### config.mk
export PLATFORM = sky130hd
export DESIGN_NAME = aes_spi_host_seq
export DESIGN_NICKNAME = d
export VERILOG_FILES = /design/src/rtl/aes_spi_host_seq.sv
export SDC_FILE = /design/constraint.sdc
export NUM_CORES = 1
export LEC_CHECK = 0
export CELL_PAD_IN_SITES_DETAIL_PLACEMENT = 1
export CELL_PAD_IN_SITES_GLOBAL_PLACEMENT = 1
export CORE_AREA = 2 2 351 353
export CTS_CLUSTER_SIZE = 20
export DETAILED_ROUTE_END_ITERATION = 10
export DIE_AREA = 0 0 353 355
export DONT_BUFFER_PORTS = 1
export GPL_TIMING_DRIVEN = 0
export PLACE_DENSITY_LB_ADDON = 0.12
export SLEW_MARGIN = 20
export SYNTH_ARGS = -nofsm -noshare
export SYNTH_HDL_FRONTEND = slang
export SYNTH_SLANG_ARGS = --single-unit
### constraint.sdc
create_clock -name clk -period 3.1 [get_ports clk]
set_input_delay 0.62 -clock clk [delete_from_list [all_inputs] [get_ports clk]]
set_output_delay 0.62 -clock clk [all_outputs]
set_load 0.05 [all_outputs]
### src/rtl/aes_spi_host_seq.sv
// Host sequencer driving an AES SPI slave: key frame, plaintext frame, zero readback frame.
// Optional key cache guarded by `AES_SEQ_KEY_CACHE_EN` skips the key frame for a repeated key.
module aes_spi_host_seq #(
    parameter int unsigned GAP_CYCLES     = 4,
    parameter int unsigned TIMEOUT_CYCLES = 4096
) (
    input  logic         clk,
    input  logic         rst_n,
    input  logic         req,
    input  logic [1:0]   key_len,
    input  logic [255:0] key,
    input  logic [127:0] pt,
    output logic         busy,
    output logic [127:0] ct,
    output logic         ct_valid,
    output logic         err,
    output logic         spi_start,
    output logic [257:0] spi_tx,
    input  logic [127:0] spi_rx,
    input  logic         spi_done
);

    typedef enum logic [3:0] {
        IDLE, KEY_TX, KEY_WAIT, GAP1, MSG_TX, MSG_WAIT, GAP2, RD_TX, RD_WAIT, DONE
    } state_t;

    localparam logic [7:0]  GAP_LAST = 8'(GAP_CYCLES - 1);
    localparam logic [15:0] TO_LAST  = 16'(TIMEOUT_CYCLES - 1);

    state_t         r_state;
    logic [7:0]     r_gap;
    logic [15:0]    r_cnt;
    logic [1:0]     r_len;
    logic [255:0]   r_key;
    logic [127:0]   r_pt;
    logic [255:0]   w_key_masked;
    logic           w_cache_hit;

    // NOTE: default assignment first so every path drives w_key_masked and no latch is inferred.
    always_comb begin
        w_key_masked = key;
        case (key_len)
            2'b00:   w_key_masked[127:0] = '0;
            2'b01:   w_key_masked[63:0]  = '0;
            default: ;
        endcase
    end

`ifdef AES_SEQ_KEY_CACHE_EN
    logic           r_cache_vld;
    logic [1:0]     r_cache_len;
    logic [255:0]   r_cache_key;

    assign w_cache_hit = r_cache_vld && (r_cache_len == key_len) && (r_cache_key == w_key_masked);
`else
    assign w_cache_hit = 1'b0;
`endif

    always_ff @(posedge clk) begin
        if (!rst_n) begin
            r_state   <= IDLE;
            r_gap     <= '0;
            r_cnt     <= '0;
            r_len     <= '0;
            r_key     <= '0;
            r_pt      <= '0;
            busy      <= 1'b0;
            ct        <= '0;
            ct_valid  <= 1'b0;
            err       <= 1'b0;
            spi_start <= 1'b0;
            spi_tx    <= '0;
`ifdef AES_SEQ_KEY_CACHE_EN
            r_cache_vld <= 1'b0;
            r_cache_len <= '0;
            r_cache_key <= '0;
`endif
        end else begin
            // NOTE: non-blocking throughout; pulse outputs default low and are raised for one cycle below.
            spi_start <= 1'b0;
            err       <= 1'b0;
            ct_valid  <= 1'b0;
            case (r_state)
                IDLE: begin
                    if (req) begin
                        if (key_len == 2'b11) begin
                            err <= 1'b1;
`ifdef AES_SEQ_KEY_CACHE_EN
                            r_cache_vld <= 1'b0;
`endif
                        end else begin
                            r_len     <= key_len;
                            r_key     <= w_key_masked;
                            r_pt      <= pt;
                            busy      <= 1'b1;
                            spi_start <= 1'b1;
                            r_cnt     <= '0;
                            if (w_cache_hit) begin
                                spi_tx  <= {2'b00, pt, 128'h0};
                                r_state <= MSG_TX;
                            end else begin
                                spi_tx  <= {key_len, w_key_masked};
                                r_state <= KEY_TX;
                            end
                        end
                    end
                end
                KEY_TX: begin
                    r_cnt   <= r_cnt + 16'd1;
                    r_state <= KEY_WAIT;
                end
                MSG_TX: begin
                    r_cnt   <= r_cnt + 16'd1;
                    r_state <= MSG_WAIT;
                end
                RD_TX: begin
                    r_cnt   <= r_cnt + 16'd1;
                    r_state <= RD_WAIT;
                end
                KEY_WAIT, MSG_WAIT, RD_WAIT: begin
                    // spi_done takes priority over the terminal timeout count
                    if (spi_done) begin
                        r_gap <= '0;
                        case (r_state)
                            KEY_WAIT: begin
                                r_state <= GAP1;
`ifdef AES_SEQ_KEY_CACHE_EN
                                r_cache_vld <= 1'b1;
                                r_cache_len <= r_len;
                                r_cache_key <= r_key;
`endif
                            end
                            MSG_WAIT: r_state <= GAP2;
                            default: begin
                                ct       <= spi_rx;
                                ct_valid <= 1'b1;
                                busy     <= 1'b0;
                                r_state  <= DONE;
                            end
                        endcase
                    end else if (r_cnt >= TO_LAST) begin
                        err     <= 1'b1;
                        busy    <= 1'b0;
                        r_state <= IDLE;
`ifdef AES_SEQ_KEY_CACHE_EN
                        r_cache_vld <= 1'b0;
`endif
                    end else begin
                        r_cnt <= r_cnt + 16'd1;
                    end
                end
                GAP1: begin
                    if (r_gap >= GAP_LAST) begin
                        spi_tx    <= {2'b00, r_pt, 128'h0};
                        spi_start <= 1'b1;
                        r_cnt     <= '0;
                        r_state   <= MSG_TX;
                    end else begin
                        r_gap <= r_gap + 8'd1;
                    end
                end
                GAP2: begin
                    if (r_gap >= GAP_LAST) begin
                        spi_tx    <= '0;
                        spi_start <= 1'b1;
                        r_cnt     <= '0;
                        r_state   <= RD_TX;
                    end else begin
                        r_gap <= r_gap + 8'd1;
                    end
                end
                DONE:    r_state <= IDLE;
                default: r_state <= IDLE;
            endcase
        end
    end

endmodule

Yosys cells after proc, flatten, opt, wreduce, memory -nomap -nowiden

Index checks and enable logic that the tools add are counted.

Register bits after elaboration: 546
Logic and storage cells: 96
Output and inout bits: 390

Bitwise logic cells: 2
Mux-type cells: 40
Add/sub/neg operators: 2
Order comparisons: 2
Eq/ne operators: 21
Reductions and logical operators: 19

Operator list:

| operator                                                                               | number |
|---|---|
| 258-bit two-way mux                                                                    | 4 |
| 258-bit one-hot mux with 3 select lines                                                | 1 |
| 64-bit two-way mux                                                                     | 2 |
| 16-bit two-way mux                                                                     | 5 |
| 16-bit one-hot mux with 4 select lines                                                 | 1 |
| 4-bit one-hot mux with 7 select lines                                                  | 1 |
| 4-bit two-way mux                                                                      | 6 |
| 16-bit by 1-bit adder with 16-bit output (second input constant)                       | 1 |
| 4-bit by 3-bit equality test with 1-bit output (second input constant)                 | 4 |
| 16-bit by 12-bit greater-or-equal comparator with 1-bit output (second input constant) | 1 |
| 8-bit two-way mux                                                                      | 2 |
| 2-bit != test (second input constant)                                                  | 8 |
| 8-bit one-hot mux with 2 select lines                                                  | 1 |
| 5-bit AND reduction                                                                    | 3 |
| 1-bit two-way mux                                                                      | 13 |
| 3-bit AND reduction                                                                    | 4 |
| 8-bit by 1-bit adder with 8-bit output (second input constant)                         | 1 |
| 4-bit by 2-bit equality test with 1-bit output (second input constant)                 | 2 |
| 8-bit by 2-bit greater-or-equal comparator with 1-bit output (second input constant)   | 1 |
| 4-bit one-hot mux with 2 select lines                                                  | 1 |
| 3-bit != test (second input constant)                                                  | 2 |
| 1-bit one-hot mux with 2 select lines                                                  | 3 |
| 6-bit AND reduction                                                                    | 1 |
| 2-bit OR reduction                                                                     | 3 |
| other kinds (12)                                                                       | 15 |

Depth between registers and ports, before layout

Depth in word-level cells: 6
Depth in mapped cells: 10
Mapped depth without buffers: 7

Least setup slack after synthesis

Ideal clock, no wire load.

Kind: register to register
Start point: reg r_cnt[0]
End point: reg r_cnt[5]
Data arrival time: 1937 ps
Data required time: 2999 ps
Stages on the path, launching flop included: 9
Slack: 1062 ps
Path through: dfxtp_1 -> ha_1 -> nand3_1 -> nor4_4 -> o22ai_2 -> o21ai_2 -> buf_6 -> o211ai_2 -> o41ai_1

Cells in the longest elaborated chain, start to end: 4

Ends and longest elaborated chain:

| element                                  | line | source |
|---|---|---|
| start, declared                          | 32   | `logic [15:0] r_cnt;` |
| start signal, assigned                   | 109  | `r_cnt <= r_cnt + 16'd1;` |
| start signal, assigned                   | 113  | `r_cnt <= r_cnt + 16'd1;` |
| start signal, assigned                   | 117  | `r_cnt <= r_cnt + 16'd1;` |
| 16-bit by 1-bit adder with 16-bit output | --   |  |
| 16-bit two-way mux                       | 141  | `end else if (r_cnt >= TO_LAST) begin` |
| 16-bit two-way mux                       | 122  | `if (spi_done) begin` |
| 16-bit one-hot mux with 4 select lines   | 83   | `case (r_state)` |

Several ways; a longest one is shown, not always the timed one. The select of a mux whose other input is x is not followed.
A chain may end at the register's enable or synchronous reset.

Worst setup path in the final report

Start point: reg r_state[0]
End point: reg ct[27]

Cells in the longest elaborated chain, start to end: 4

Ends and longest elaborated chain:

| element                                                                                                                 | line    | source |
|---|---|---|
| start, declared                                                                                                         | 30      | `state_t r_state;` |
| start signal, assigned                                                                                                  | 61      | `r_state <= IDLE;` |
| start signal, assigned                                                                                                  | 100     | `r_state <= MSG_TX;` |
| start signal, assigned                                                                                                  | 103     | `r_state <= KEY_TX;` |
| 4-bit by 2-bit equality test with 1-bit output / 4-bit by 3-bit equality test with 1-bit output (equally long branches) | 83, 124 |  |
| 2-bit OR reduction (no source line)                                                                                     | --      |  |
| 1-bit NOT (no source line)                                                                                              | --      |  |
| 3-bit AND reduction (no source line) (*)                                                                                | --      |  |
| end signal, assigned                                                                                                    | 135     | `ct <= spi_rx;` |
| end, declared                                                                                                           | 14      | `output logic [127:0] ct,` |

Mark *: on every way between the ends. The rest lies on a longest branch, timed or not.

==> impl_summary.md <==
Outcome
The run finished with clean final reports.

Setup path
In this run the worst setup path begins at r_state[0]. The reg-to-reg startpoint is r_state[0]. The worst register-to-register path ends at ct[27]. The largest fanout on the critical path is 10. The kind of launch point of the worst setup path is a register.

The end of the critical path is ct[27]. The setup slack of the most critical reg-to-reg path is 190 ps. The critical path capture point type is a register. For the worst setup path, the data required time is 3660 ps.

The start-to-end type of the worst setup path is register to register. The arrival time reported for the critical path endpoint is 3470 ps. Measured in cells, the most critical reg-to-reg path has a length of 7.

Cells and area
Of the cells placed in the final design, the portion with a size suffix greater than 1 is 0.0954. The filler cell count in the final layout is 14.4k. For this run, the post-layout net count is 2937. Excluding fillers, the count of instances in the completed layout stands at 4113.

The leading cell type in the layout, fill and taps excluded is sky130_fd_sc_hd__nand2_1. The area growth from synthesis to layout is 23.1%. The summed area of non-filler cells in the final layout is 24600 sq um.

In the layout the commonest cells are sky130_fd_sc_hd__nand2_1, sky130_fd_sc_hd__dfxtp_1, sky130_fd_sc_hd__a21oi_1. The final core area utilization is 0.203.

Detailed routing
The vias after detailed routing is 18.0k. For this run, the detailed router's first-pass iteration total came to 4. The final wirelength is 108000 um. The first routing iteration left 842 violations.

The count of nets left with antenna violations once routing finished came out at 0. For this run, design rule violations remaining after detail routing come to 0. After detailed routing, the average wire length per cell comes to 26.1 um. Dividing the detail-routed via count by the number of cells gives 4.38.

Timing
The worst relative slew slack is 0.323. The max-slew violation count came to 0. In the finished design, the share of the clock period the worst path needs comes to 0.939.

The final hold violation count is 0. Setup violations remaining at the end of the flow were counted as 0. Static timing analysis puts the maximum clock frequency at 343 MHz. The setup total negative slack is 0 ps. Clock skew on the completed layout was measured at 27.4 ps. Setup repair after global routing left no endpoint under its margin.

At the pin with the least slew margin, the transition time is 1010 ps. After layout, the minimum clock period comes to 2910 ps.

Yosys
Yosys attributes the largest share of cell area to sky130_fd_sc_hd__dfxtp_1, sky130_fd_sc_hd__nand2_1, sky130_fd_sc_hd__a21oi_1, sky130_fd_sc_hd__a221oi_1, sky130_fd_sc_hd__nor3_1. The share of the Yosys chip area taken by registers is 0.546. The number of enable-type register cells in the synthesized netlist is 0.

Of the post-synthesis cell area, the dominant cell type holds 0.546. Summed over all instances, the cell type with the most area after synthesis is sky130_fd_sc_hd__dfxtp_1. The netlist uses 57 different library cells.

Synthesis produced 2341 cells. After synthesis the netlist holds a flip-flop and latch count of 546. When the netlist entered floorplanning its net count stood at 2861. The async set or reset register ratio after synthesis is 0.

The post-synthesis average cell area is 8.54 sq um. The total of warnings raised by yosys is 0. In the synthesized netlist the dominant register cell turns out to be sky130_fd_sc_hd__dfxtp_1. After synthesis the cells add up to 20000 sq um.

Global routing
The first global-routing pass estimated 148000 um of wire. The initial antenna violation count is 30. The pin count of the biggest net entering global routing is 13. After global routing the overflow that remains totals 0. The global routing usage summed across all routing layers is 0.164.

The number of global-route vias before repair is 18.5k.

Place
Summed over all nets, the half-perimeter wirelength after detailed placement is 85300 um. The post-detailed-placement cell area is 22100 sq um. The total instance count after detailed placement is 3967. The final estimated routing congestion in global placement is 0.879. The quantity of I/O buffers inserted on ports is 0.

Floorplan
After floorplanning, the core was divided into 128 placement rows. In this run the standard cell core region covers 121000 sq um. The chip width is 353 um. The overall die area is 125000 sq um.

For this configuration, the core starts out at a cell density of 0.165. The number of top-level design ports is 908. The die extent in y is 355 um.

Clock tree
The maximum count of clock buffers along a single path is 3. The number of buffers inserted during clock tree synthesis is 73. The count of clock tree sinks is 546. The number of setup buffers added after CTS is 0. The H-tree depth reported by CTS is 3. The tree is rooted in a sky130_fd_sc_hd__clkbuf_16. The source-to-sink clock delay at the later pin of the worst-skew pair is 640 ps. The clock-pin slew on the worst setup and hold paths is 60 ps. The CTS tree is yes.

Power
Of the total power, the share spent switching nets is 0.456. Cell internal power was estimated by the tool at 16.2 mW. Power spread over the standard cell area amounts to 1210 nW/um^2. The share of total power dissipated in sequential elements is 0.450. Summed over all cells, the static leakage comes to 8.41 nW. The design draws 29.8 mW. The analysis attributes to net switching a power of 13.6 mW. Of the total power, combinational logic draws 0.257.

IR analysis of the VDD net gives a maximum drop of 0.000398 V. The share of total power dissipated in the clock network is 0.293.

Flow run
Across the run, the number of max-cap violations was 0.

Hold path
The startpoint of the worst hold path is key[27]. The type of the worst min-delay path is input port to register.
==> flip-flops by register name, summed over array words and instances (netlist names) <==
| register | cells |
|---|---|
| r_state | 4 |
| r_pt | 128 |
| ct | 128 |
| ct_valid | 1 |
| busy | 1 |
| err | 1 |
| spi_start | 1 |
| spi_tx | 258 |
| r_cnt | 16 |
| r_gap | 8 |
==> power by group through the flow <==
stage	Sequential [mW]	Clock (mW)	Combinational, mW
floorplan	12.8	0	5.25
global placement	13.6	0	7.68
detailed placement	13.6	0	7.87
CTS	13.5	9.09	7.90
global route	13.6	9.39	8.62
finish	13.4	8.73	7.64
==> critical path: stages (launching register included) <==
cell	delay, ps
sky130_fd_sc_hd__dfxtp_1	370
sky130_fd_sc_hd__or3_1	380
sky130_fd_sc_hd__buf_4	180
sky130_fd_sc_hd__nor3_1	430
sky130_fd_sc_hd__clkbuf_1	670
sky130_fd_sc_hd__buf_2	390
sky130_fd_sc_hd__nand2_1	220
sky130_fd_sc_hd__a21oi_1	180
==> metal layers <==
metal  GRT usage  wire length (um)
met1       0.177             41000
met2       0.287             53600
met3      0.0682             10000
met4      0.0579              2710
met5           0               155
==> layout make-up <==
| type | count | area, sq um | area share |
|---|---|---|---|
| clock buffers | 110 | 2210 | 0.0897 |
| multi-input cells | 1584 | 8060 | 0.327 |
| plain buffers | 208 | 1030 | 0.0420 |
| well taps | 1625 | 2030 | 0.0826 |
| clock inverters | 22 | 275 | 0.0112 |
| inverters | 3 | 11.3 | 0.000457 |
| diodes | 14 | 35.0 | 0.00142 |
| flip-flops and latches | 546 | 10900 | 0.444 |
| repair buffers | 1 | 27.5 | 0.00112 |
==> cells by family after synthesis <==
group,share of synthesized area
simple gates,0.211
compound gates,0.188
flops,0.546
buf+inv,0.0515
mux,0.00106
fa+ha+maj,0.00125
xor+xnor,0.000438
==> stage by stage <==
stage,hold WS (ps),setup WS (ps)
after global placement,445,-733
after floorplan,436,1060
after detailed placement,449,-381
after global routing,63.4,42.1
final,115,189
after CTS,39.0,8.77
==> worst min-delay path by stage <==
stage / to / slack, ps / cells after the start
final: spi_tx[27] / 120 / 1
after global routing: spi_tx[46] / 60 / 1
after CTS: spi_tx[44] / 40 / 1
after detailed placement: r_pt[15] / 450 / 2
after global placement: r_pt[81] / 440 / 2
after floorplan: r_pt[0] / 440 / 2
==> Yosys cell counts (2+ instances only) <==
cell type	n
sky130_fd_sc_hd__buf_6	18
sky130_fd_sc_hd__nor3_1	138
sky130_fd_sc_hd__o211ai_2	5
sky130_fd_sc_hd__buf_2	56
sky130_fd_sc_hd__nor2_1	153
sky130_fd_sc_hd__inv_1	2
sky130_fd_sc_hd__nand3b_1	3
sky130_fd_sc_hd__nor2b_1	4
sky130_fd_sc_hd__ha_1	2
sky130_fd_sc_hd__clkbuf_1	124
sky130_fd_sc_hd__or3_1	4
sky130_fd_sc_hd__o211ai_1	7
sky130_fd_sc_hd__o32ai_1	2
sky130_fd_sc_hd__nand3_1	78
sky130_fd_sc_hd__nand2b_1	5
sky130_fd_sc_hd__a22o_1	65
sky130_fd_sc_hd__and2_1	4
sky130_fd_sc_hd__nand4_1	3
sky130_fd_sc_hd__and3_1	7
sky130_fd_sc_hd__buf_4	9
sky130_fd_sc_hd__nand2_1	595
sky130_fd_sc_hd__o31ai_1	4
sky130_fd_sc_hd__nor2_8	2
sky130_fd_sc_hd__a31oi_1	2
sky130_fd_sc_hd__o21ai_0	11
sky130_fd_sc_hd__dfxtp_1	546
sky130_fd_sc_hd__a21oi_1	334
sky130_fd_sc_hd__a221oi_1	129
==> repair_timing <==
action / in CTS / in global routing
gates resized for setup: 2 / 4
setup endpoints to repair: 2 / 4
hold buffers: 0 / 0
(Power assumes the default switching activity.)
